<file path="src/rtl/ofifo_drain_ctrl_if.sv">
// Bundle of start/row-count controls, ofifo read port and psum SRAM write port
// for ofifo_drain_ctrl; slave is the drain sequencer, master is its environment.
interface ofifo_drain_ctrl_if #(
    parameter int col     = 8,
    parameter int psum_bw = 16,
    parameter int ADDR_BW = 11,
    parameter int ROW_BW  = 7
);
    logic                     start;
    logic [ROW_BW-1:0]        num_rows;
    logic [ADDR_BW-1:0]       base_addr;
    logic                     ofifo_valid;
    logic [psum_bw*col-1:0]   ofifo_out;
    logic                     ofifo_rd;
    logic                     sram_we;
    logic [ADDR_BW-1:0]       sram_addr;
    logic [psum_bw*col-1:0]   sram_din;
    logic                     busy;
    logic                     done;

    modport slave (
        input  start, num_rows, base_addr, ofifo_valid, ofifo_out,
        output ofifo_rd, sram_we, sram_addr, sram_din, busy, done
    );

    modport master (
        output start, num_rows, base_addr, ofifo_valid, ofifo_out,
        input  ofifo_rd, sram_we, sram_addr, sram_din, busy, done
    );
endinterface

</file>
<file path="src/rtl/ofifo_drain_ctrl.sv">
// Drains complete rows from the systolic-array ofifo into consecutive psum SRAM
// addresses. Optional macro OFIFO_RELU_EN clamps negative lanes to zero on write.
module ofifo_drain_ctrl #(
    parameter int col     = 8,
    parameter int psum_bw = 16,
    parameter int ADDR_BW = 11,
    parameter int ROW_BW  = 7,
    parameter int RD_LAT  = 2
) (
    input  logic               clk,
    input  logic               reset,
    ofifo_drain_ctrl_if.slave  bus
);
    localparam int ROW_W = psum_bw * col;
    localparam logic [ROW_BW-1:0]  ROW_ONE  = {{(ROW_BW-1){1'b0}}, 1'b1};
    localparam logic [ADDR_BW-1:0] ADDR_ONE = {{(ADDR_BW-1){1'b0}}, 1'b1};

    typedef enum logic [1:0] {
        IDLE  = 2'd0,
        DRAIN = 2'd1,
        FLUSH = 2'd2,
        DONE  = 2'd3
    } state_t;

    state_t              state_r;
    logic [ROW_BW-1:0]   num_rows_r;
    logic [ROW_BW-1:0]   issued_r;
    logic [ROW_BW-1:0]   wr_cnt_r;
    logic [ADDR_BW-1:0]  wr_addr_r;
    logic [RD_LAT-1:0]   pipe_r;
    logic                ofifo_rd_r;
    logic                sram_we_r;
    logic [ADDR_BW-1:0]  sram_addr_r;
    logic [ROW_W-1:0]    sram_din_r;
    logic                busy_r;
    logic                done_r;
    logic                issue_s;
    logic                capture_s;

    // Row shaping applied between the ofifo capture and the SRAM data register.
    function automatic logic [ROW_W-1:0] shape_row(input logic [ROW_W-1:0] row);
        logic [ROW_W-1:0] res;
        res = row;
`ifdef OFIFO_RELU_EN
        for (int i = 0; i < col; i++) begin
            if (row[i*psum_bw + psum_bw - 1]) begin
                res[i*psum_bw +: psum_bw] = {psum_bw{1'b0}};
            end else begin
                res[i*psum_bw +: psum_bw] = row[i*psum_bw +: psum_bw];
            end
        end
`endif
        return res;
    endfunction

    // Read issue: only one read outstanding, so a stale ofifo_valid cannot over-read.
    always_comb begin
        issue_s = 1'b0;
        if ((state_r == DRAIN) && bus.ofifo_valid && (issued_r < num_rows_r) &&
            (pipe_r == {RD_LAT{1'b0}})) begin
            issue_s = 1'b1;
        end else begin
            issue_s = 1'b0;
        end
    end

    assign capture_s = pipe_r[RD_LAT-1];

    // Sequencer FSM, in-flight read pipeline and all registered outputs.
    always_ff @(posedge clk or negedge reset) begin
        if (!reset) begin
            state_r     <= IDLE;
            num_rows_r  <= {ROW_BW{1'b0}};
            issued_r    <= {ROW_BW{1'b0}};
            wr_cnt_r    <= {ROW_BW{1'b0}};
            wr_addr_r   <= {ADDR_BW{1'b0}};
            pipe_r      <= {RD_LAT{1'b0}};
            ofifo_rd_r  <= 1'b0;
            sram_we_r   <= 1'b0;
            sram_addr_r <= {ADDR_BW{1'b0}};
            sram_din_r  <= {ROW_W{1'b0}};
            busy_r      <= 1'b0;
            done_r      <= 1'b0;
        end else begin
            ofifo_rd_r <= issue_s;
            pipe_r[0]  <= issue_s;
            for (int i = 1; i < RD_LAT; i++) begin
                pipe_r[i] <= pipe_r[i-1];
            end

            if (capture_s) begin
                sram_we_r   <= 1'b1;
                sram_addr_r <= wr_addr_r;
                sram_din_r  <= shape_row(bus.ofifo_out);
                wr_addr_r   <= wr_addr_r + ADDR_ONE;
                wr_cnt_r    <= wr_cnt_r + ROW_ONE;
            end else begin
                sram_we_r   <= 1'b0;
            end

            case (state_r)
                IDLE: begin
                    done_r <= 1'b0;
                    if (bus.start) begin
                        num_rows_r <= bus.num_rows;
                        wr_addr_r  <= bus.base_addr;
                        issued_r   <= {ROW_BW{1'b0}};
                        wr_cnt_r   <= {ROW_BW{1'b0}};
                        busy_r     <= 1'b1;
                        if (bus.num_rows == {ROW_BW{1'b0}}) begin
                            state_r <= DONE;
                            done_r  <= 1'b1;
                        end else begin
                            state_r <= DRAIN;
                        end
                    end else begin
                        busy_r <= 1'b0;
                    end
                end
                DRAIN: begin
                    if (issue_s) begin
                        issued_r <= issued_r + ROW_ONE;
                        if ((issued_r + ROW_ONE) == num_rows_r) begin
                            state_r <= FLUSH;
                        end else begin
                            state_r <= DRAIN;
                        end
                    end else begin
                        state_r <= DRAIN;
                    end
                end
                FLUSH: begin
                    // Completion lands one cycle after the final SRAM write pulse.
                    if ((pipe_r == {RD_LAT{1'b0}}) && (wr_cnt_r == num_rows_r)) begin
                        state_r <= DONE;
                        done_r  <= 1'b1;
                    end else begin
                        state_r <= FLUSH;
                    end
                end
                DONE: begin
                    done_r  <= 1'b0;
                    busy_r  <= 1'b0;
                    state_r <= IDLE;
                end
                default: begin
                    state_r <= IDLE;
                    done_r  <= 1'b0;
                    busy_r  <= 1'b0;
                end
            endcase
        end
    end

    assign bus.ofifo_rd  = ofifo_rd_r;
    assign bus.sram_we   = sram_we_r;
    assign bus.sram_addr = sram_addr_r;
    assign bus.sram_din  = sram_din_r;
    assign bus.busy      = busy_r;
    assign bus.done      = done_r;
endmodule
</file>
<file path="src/flat_wrapper.sv">
// flat-port wrapper written by rule: the top's interface ports become plain ports
module ofifo_drain_ctrl_flat 
#(
    parameter int col     = 8,
    parameter int psum_bw = 16,
    parameter int ADDR_BW = 11,
    parameter int ROW_BW  = 7,
    parameter int RD_LAT  = 2
)
  (clk, reset, bus_start, bus_num_rows, bus_base_addr, bus_ofifo_valid, bus_ofifo_out, bus_ofifo_rd, bus_sram_we, bus_sram_addr, bus_sram_din, bus_busy, bus_done);
  ofifo_drain_ctrl_if #(.col(col), .psum_bw(psum_bw), .ADDR_BW(ADDR_BW), .ROW_BW(ROW_BW)) bus_i ();
  input  logic clk;
  input  logic reset;
  input wire logic [$bits(bus_i.start)-1:0] bus_start;
  input wire logic [$bits(bus_i.num_rows)-1:0] bus_num_rows;
  input wire logic [$bits(bus_i.base_addr)-1:0] bus_base_addr;
  input wire logic [$bits(bus_i.ofifo_valid)-1:0] bus_ofifo_valid;
  input wire logic [$bits(bus_i.ofifo_out)-1:0] bus_ofifo_out;
  output wire logic [$bits(bus_i.ofifo_rd)-1:0] bus_ofifo_rd;
  output wire logic [$bits(bus_i.sram_we)-1:0] bus_sram_we;
  output wire logic [$bits(bus_i.sram_addr)-1:0] bus_sram_addr;
  output wire logic [$bits(bus_i.sram_din)-1:0] bus_sram_din;
  output wire logic [$bits(bus_i.busy)-1:0] bus_busy;
  output wire logic [$bits(bus_i.done)-1:0] bus_done;
  assign bus_i.start = bus_start;
  assign bus_i.num_rows = bus_num_rows;
  assign bus_i.base_addr = bus_base_addr;
  assign bus_i.ofifo_valid = bus_ofifo_valid;
  assign bus_i.ofifo_out = bus_ofifo_out;
  assign bus_ofifo_rd = bus_i.ofifo_rd;
  assign bus_sram_we = bus_i.sram_we;
  assign bus_sram_addr = bus_i.sram_addr;
  assign bus_sram_din = bus_i.sram_din;
  assign bus_busy = bus_i.busy;
  assign bus_done = bus_i.done;
  ofifo_drain_ctrl #(.col(col), .psum_bw(psum_bw), .ADDR_BW(ADDR_BW), .ROW_BW(ROW_BW), .RD_LAT(RD_LAT)) u_core (.clk(clk), .reset(reset), .bus(bus_i));
endmodule
</file>
<file path="config.mk">
export PLATFORM = sky130hd
export DESIGN_NAME = ofifo_drain_ctrl_flat
export DESIGN_NICKNAME = d
export VERILOG_FILES = /design/src/rtl/ofifo_drain_ctrl_if.sv /design/src/rtl/ofifo_drain_ctrl.sv /design/src/flat_wrapper.sv
export SDC_FILE = /design/constraint.sdc
export NUM_CORES = 1
export LEC_CHECK = 0
export ABC_CLOCK_PERIOD_IN_PS = 5200
export CAP_MARGIN = 20
export CORE_MARGIN = 5
export CORE_UTILIZATION = 45
export CTS_CLUSTER_DIAMETER = 30
export DETAILED_ROUTE_END_ITERATION = 10
export PLACE_DENSITY = 0.9
export SETUP_SLACK_MARGIN = 0.2
export SLEW_MARGIN = 20
export SYNTH_ARGS = -nofsm -noshare
export SYNTH_HDL_FRONTEND = slang
export SYNTH_SLANG_ARGS = --single-unit
</file>
<file path="constraint.sdc">
create_clock -name clk -period 5.2 [get_ports clk]
set_clock_uncertainty 0.2 [all_clocks]
set_input_delay 1.04 -clock clk [delete_from_list [all_inputs] [get_ports clk]]
set_output_delay 1.04 -clock clk [all_outputs]
set_load 0.01 [all_outputs]
</file>
==> impl_metrics.yaml, run 1 <==
worst_setup_path:
  worst_ep_required_time_ps: 5310
  slowest_delay_ps: 1150
  r2r-end: "u_core.bus.sram_din[55]"
  crit_buf_inv: 1
  critPathLaunchType: "register"
  arrival_ps: 2890
  ff2ff_setup_slack_ps: 2420
  rr_worst_depth: 2
  timing.critical_path.fanout_max: 84
  worstReg2RegStart: "u_core.pipe_r[1]"
  path_cells: "buf_4, mux2_2"
  cp-end-kind: "register"
  crit_slowest_cell: "dfrtp_4"
  path_class: "register to register"
  crit_family: "flip-flops"
synthesis:
  syn-num-nets: 732
  synth_area_per_cell_sq_um: 13.4
  syn-cell-area_sq_um: 7570
  synth_cells: 567
  ys_seq_elements: 178
  synth_cell_types: 46
  synth_seq_area_share_pct: 58.8
  yosys_warnings: 0
placed_design:
  post-place-ws_ps: 1850
  portBuffers: 292
  gp_congestion: 0.844
  dp_hpwl_microns: 15400
die:
  die-area_sq_um: 19500
  die_h_microns: 140
  fp.dieW_microns: 140
  io_pins: 293
  initial_core_util_pct: 45.8
  row_count: 47
  core-area_sq_um: 16500
detailed_routing:
  postRouteAntennaNets: 0
  drc: 0
  dr_total_vias: 5613
  wl_per_cell_microns: 19.2
  firstDrtPassIters: 5
  drt-total-wl_microns: 20800
  vias_per_cell: 5.17
  first_iter_violations: 296
layout:
  ff_latch_area_sq_um: 4460
  layout_common_cells: "clkdlybuf4s50_1, dfrtp_1, mux2_2"
  fin_util_pct: 68.6
  layout-drive-gt1-share_pct: 21.4
  nets: 1018
  final_common_cell: "clkdlybuf4s50_1"
  final.fill_count: 1134
  area_growth_pct: 49.8
  antenna_cells: 0
  multiInputGateArea_sq_um: 2930
cts:
  cts.repair.resized: 0
  clockBufferDepth: 2
  cts_tree: "yes"
  htree_levels: 4
  clock-sinks: 178
  cts_hold_buffers: 0
  numCtsBuffers: 17
  root_buffer: "clkbuf_16"
  cts_setup_buffers: 0
  clk_pin_slew_ps: 70
  insertion_delay_ps: 420
grt:
  grt_antenna_before_repair: 0
  grt_pass1_vias: 6151
  grt.overflow.total: 0
  grt_pass1_wl_microns: 33100
  grtUsageTotal_pct: 21.3
  grt_max_degree: 118
sta:
  hold_violations: 0
  layout_setup_ws_ps: 2420
  fin_crit_ps: 2780
  finalSetupViolCount: 0
  slew_viol_final: 0
  fin_crit_sh_pct: 53.5
  setup_tns_ps: 0
  tightestPinTransition_ps: 1080
  fmax_mhz: 359
  rsz0062_at_grt: "no"
  slew_headroom_pct: 27.8
flow_run:
  cap_violations: 0
hold_path:
  hold-path-endpoint: "u_core.bus.busy"
  hp-start: "u_core.bus.busy"
  hold_class: "register to register"
  holdPathStages: 2
power:
  p_leak_nw: 4.65
  powerDensity_nw_per_um2: 655
  irDropWorstVdd_uv: 422
run_status:
  status: "complete, no violations"
final cells by class:
class                      instances  area share, %
multi-input combinational        344           25.8
sequential                       178           39.3
clock inverter                    13           1.63
tap                              220           2.43
clock buffer                      19           3.99
inverter                          16          0.530
timing repair buffer             296           26.3
kinds of logic (layout without fill, tap and decap cells):
logic type / Yosys count / count (layout) / share of synthesized area, %
buf+inv: 45 / 344 / 2.45
simple gates: 92 / 92 / 6.18
fa+ha+maj: 15 / 15 / 2.48
flops: 178 / 178 / 58.8
xor+xnor: 26 / 26 / 3.01
mux: 144 / 144 / 21.4
compound gates: 67 / 67 / 5.69
worst max-delay path by stage:
stage / start / endpoint / slack, ps / depth (start not counted)
5_1_grt: u_core.pipe_r[1] / u_core.bus.sram_din[55] / 2320 / 2
6_report: u_core.pipe_r[1] / u_core.bus.sram_din[55] / 2420 / 2
2_1_floorplan: bus_start / u_core.issued_r[5] / 3040 / 5
3_3_place_gp: bus_start / u_core.wr_cnt_r[0] / 1920 / 4
4_1_cts: bus_start / u_core.wr_cnt_r[6] / 2300 / 4
3_5_place_dp: bus_start / u_core.wr_cnt_r[6] / 1850 / 4
registers in the layout, indices dropped and copies added (netlist names):
register and cells:
u_core.bus.busy 1, u_core.bus.done 1, u_core.bus.sram_addr 11, u_core.bus.sram_din 128, u_core.bus.sram_we 1, u_core.issued_r 7, u_core.num_rows_r 7, u_core.pipe_r 2
u_core.state_r 2, u_core.wr_addr_r 11, u_core.wr_cnt_r 7
per-stage QoR:
stage          total power [mW]  instances  cell area, sq um  hold slack, ps
2_1_floorplan              4.34        567              7570             174
3_3_place_gp               5.95       1053             10700             288
3_5_place_dp               6.07       1053             10700             283
4_1_cts                    7.49       1085             11300             300
5_1_grt                    7.87       1086             11300             320
6_report                   7.42       1086             11300             296
worst reg2reg max path, cell delays in order, from the launching register on:
cell and delay, ps:
dfrtp_4 1150, buf_4 840, mux2_2 490
report_power, final:
group | internal (mW) | switching (mW) | leakage [nW]
Sequential | 2.08 | 0.594 | 2.13
Combinational | 2.04 | 1.32 | 2.21
Clock | 0.803 | 0.580 | 0.309
synth_stat cells (all sizes together):
cell / count / area share, %
dfrtp: 178 / 59
mux2: 140 / 21
nand2: 36 / 1.9
o21ai: 30 / 2.0
clkbuf: 21 / 1.0
ha: 15 / 2.5
inv: 15 / 0.74
nor2: 13 / 0.64
xnor2: 13 / 1.5
xor2: 13 / 1.5
a21oi: 10 / 0.66
nand3: 9 / 0.59
buf: 8 / 0.61
nand4: 7 / 0.58
nor4: 7 / 0.58
a31oi: 5 / 0.41
o211ai: 5 / 0.50
mux2i: 4 / 0.53
or3: 4 / 0.33
a211o: 3 / 0.35
and3: 3 / 0.25
nor3: 3 / 0.20
o31a: 3 / 0.35
and2: 2 / 0.17
nand2b: 2 / 0.17
o2111ai: 2 / 0.31
o41ai: 2 / 0.33
a21o: 1 / 0.099
a22o: 1 / 0.12
a22oi: 1 / 0.099
and4: 1 / 0.12
and4b: 1 / 0.13
clkinv: 1 / 0.050
nand3b: 1 / 0.099
nor2b: 1 / 0.083
nor4b: 1 / 0.31
o2111a: 1 / 0.17
o221ai: 1 / 0.12
o22ai: 1 / 0.083
o311ai: 1 / 0.12
or2: 1 / 0.083
routing by layer:
layer | vias up | GRT usage (%) | wire, microns
li1 | 2576 | - | -
met1 | 2767 | 25.2 | 7930
met2 | 233 | 35.5 | 10400
met3 | 37 | 8.44 | 1940
met4 | 0 | 7.39 | 518
met5 | - | 0 | 0
Note: power is estimated with default switching activity, not from simulation.
==> run 2: changes to the inputs <==
ABC_CLOCK_PERIOD_IN_PS = 2400   (was 5200)
CORE_UTILIZATION = 40   (was 45)
PLACE_DENSITY = 0.85   (was 0.9)
clock period = 2.4 ns   (was 5.2 ns; I/O delays follow)
==> run 2 against run 1 <==
Effect of this change:
- register-to-register slack worse by 2200 ps
- routed wire length is 1.0% lower
- combinational power is 140% higher
- global-route usage is 2.8 points lower
- largest cell class unchanged
- sequential cell count stayed put
- utilization is 6.0 points lower
- sequential share of layout area is 1.1 points lower
- via count is 1.7% higher
- first-iteration DRC count is 26% lower
==> impl_metrics.yaml, run 2 (synthesized netlist as in run 1, its figures left out) <==
die:
  die-area_sq_um: 21800
  io_pins: 293
  row_count: 50
  fp.dieW_microns: 148
  die_h_microns: 148
  initial_core_util_pct: 40.6
  core-area_sq_um: 18600
placed_design:
  gp_congestion: 0.887
  dp.cells: 1076
  portBuffers: 292
  dp_hpwl_microns: 15200
layout:
  stdcell_count: 1122
  layout_common_cells: "clkdlybuf4s50_1, dfrtp_1, mux2_2"
  final_common_cell: "clkdlybuf4s50_1"
  largest_register_ffs: 128
  antenna_cells: 0
  layout-drive-gt1-share_pct: 25.7
  area_growth_pct: 54.2
  nets: 1040
power:
  powerDensity_nw_per_um2: 1400
  irDropWorstVdd_uv: 686
  p_leak_nw: 4.76
sta:
  fin_crit_sh_pct: 91.2
  fmax_mhz: 457
  slew_headroom_pct: 49.2
  rsz0062_at_grt: "yes"
  finalSetupViolCount: 0
  hold_violations: 0
  fin_crit_ps: 2190
  tightestPinTransition_ps: 761
  slew_viol_final: 0
  setup_tns_ps: 0
detailed_routing:
  wl_per_cell_microns: 18.4
  drc: 0
  vias_per_cell: 5.09
  postRouteAntennaNets: 0
  dr_total_vias: 5710
  first_iter_violations: 218
  firstDrtPassIters: 5
  drt-total-wl_microns: 20600
cts:
  insertion_delay_ps: 430
  clock-sinks: 178
  clockBufferDepth: 2
  cts_tree: "yes"
  htree_levels: 4
  numCtsBuffers: 17
  root_buffer: "clkbuf_16"
  clk_pin_slew_ps: 70
grt:
  grt.overflow.total: 0
  grt_pass1_vias: 6004
  grt_pass1_wl_microns: 31900
  grt_max_degree: 90
  grtUsageTotal_pct: 18.5
  grt_antenna_before_repair: 0
worst_setup_path:
  worst_ep_required_time_ps: 2560
  path_class: "register to register"
  critPathLaunchType: "register"
  arrival_ps: 2350
  cp-end-kind: "register"
  timing.critical_path.fanout_max: 5
run_status:
  status: "complete, no violations"
hold_path:
  hold_class: "input pin to async pin"
flow_run:
  cap_violations: 0
[run 2: cell count changes in the layout (fill, tap and decap cells not counted), sizes merged]
cell and change:
buf +22, bufinv -3, clkinv +4, clkbuf -2
dlygate4sd3 +1
[run 2: worst paths after layout]
check                                        start                       to  slack, ps  depth (start not counted)
worst min-delay path                         reset  u_core.bus.sram_din[76]        280                          2
max in group asynchronous                    reset  u_core.bus.sram_din[51]       1020                          3
worst max register to register  u_core.issued_r[6]        u_core.state_r[1]        210                          7
min in group clk                  u_core.pipe_r[0]         u_core.pipe_r[1]        290                          0
worst max-delay path            u_core.issued_r[6]        u_core.state_r[1]        210                          7
worst min register to register    u_core.pipe_r[0]         u_core.pipe_r[1]        290                          0
[run 2: timing repair]
item                                   4_1_cts  5_1_grt
endpoints found under the hold margin       44        0
resized for setup                            8       26
buffers inserted                             1       12
setup endpoints to repair                    6        9
hold buffers                                 1        0
pin swaps                                    1       17
[run 2: metrics by stage]
step / utilization [%] / setup WS (ps) / total power, mW / hold WS [ps] / area, sq um
after floorplan: - / 305 / 9.41 / -15.6 / 7570
after global routing: 62.6 / 121 / 17.3 / 273 / 11700
after detailed placement: 58.0 / 113 / 13.2 / 134 / 10800
after global placement: 58.0 / 186 / 12.9 / 131 / 10800
final: 62.6 / 212 / 16.3 / 277 / 11700
after CTS: 61.3 / 179 / 16.1 / 236 / 11400
[run 2: final cells by class]
type / count / area (sq um)
Clock buffer: 18 / 439
Clock inverter: 14 / 140
Fill cell: 1450 / 6970
Inverter: 16 / 63.8
Multi-Input combinational cell: 344 / 3090
Sequential cell: 178 / 4470
Tap cell: 234 / 293
Timing Repair Buffer: 318 / 3180
[run 2: where the power goes]
part           internal (mW)  switching (mW)
Combinational           4.74            3.38
Clock                   1.41            1.31
Sequential              4.53           0.979
[run 2: routing by layer]
metal  part of all wire, %  track usage [%]  wire [microns]
met4                   3.2             7.69             652
met2                    50             31.3           10200
met5                     0                0               0
met3                   9.2             6.96            1890
met1                    38             21.1            7830
[run 2: critical path: stages, from the launching register on]
cell and delay [ps]:
dfrtp_2 460, ha_4 180, nor4b_4 330, o2111a_2 320
nand2_4 100, buf_12 140, o41ai_4 200, a22o_1 180
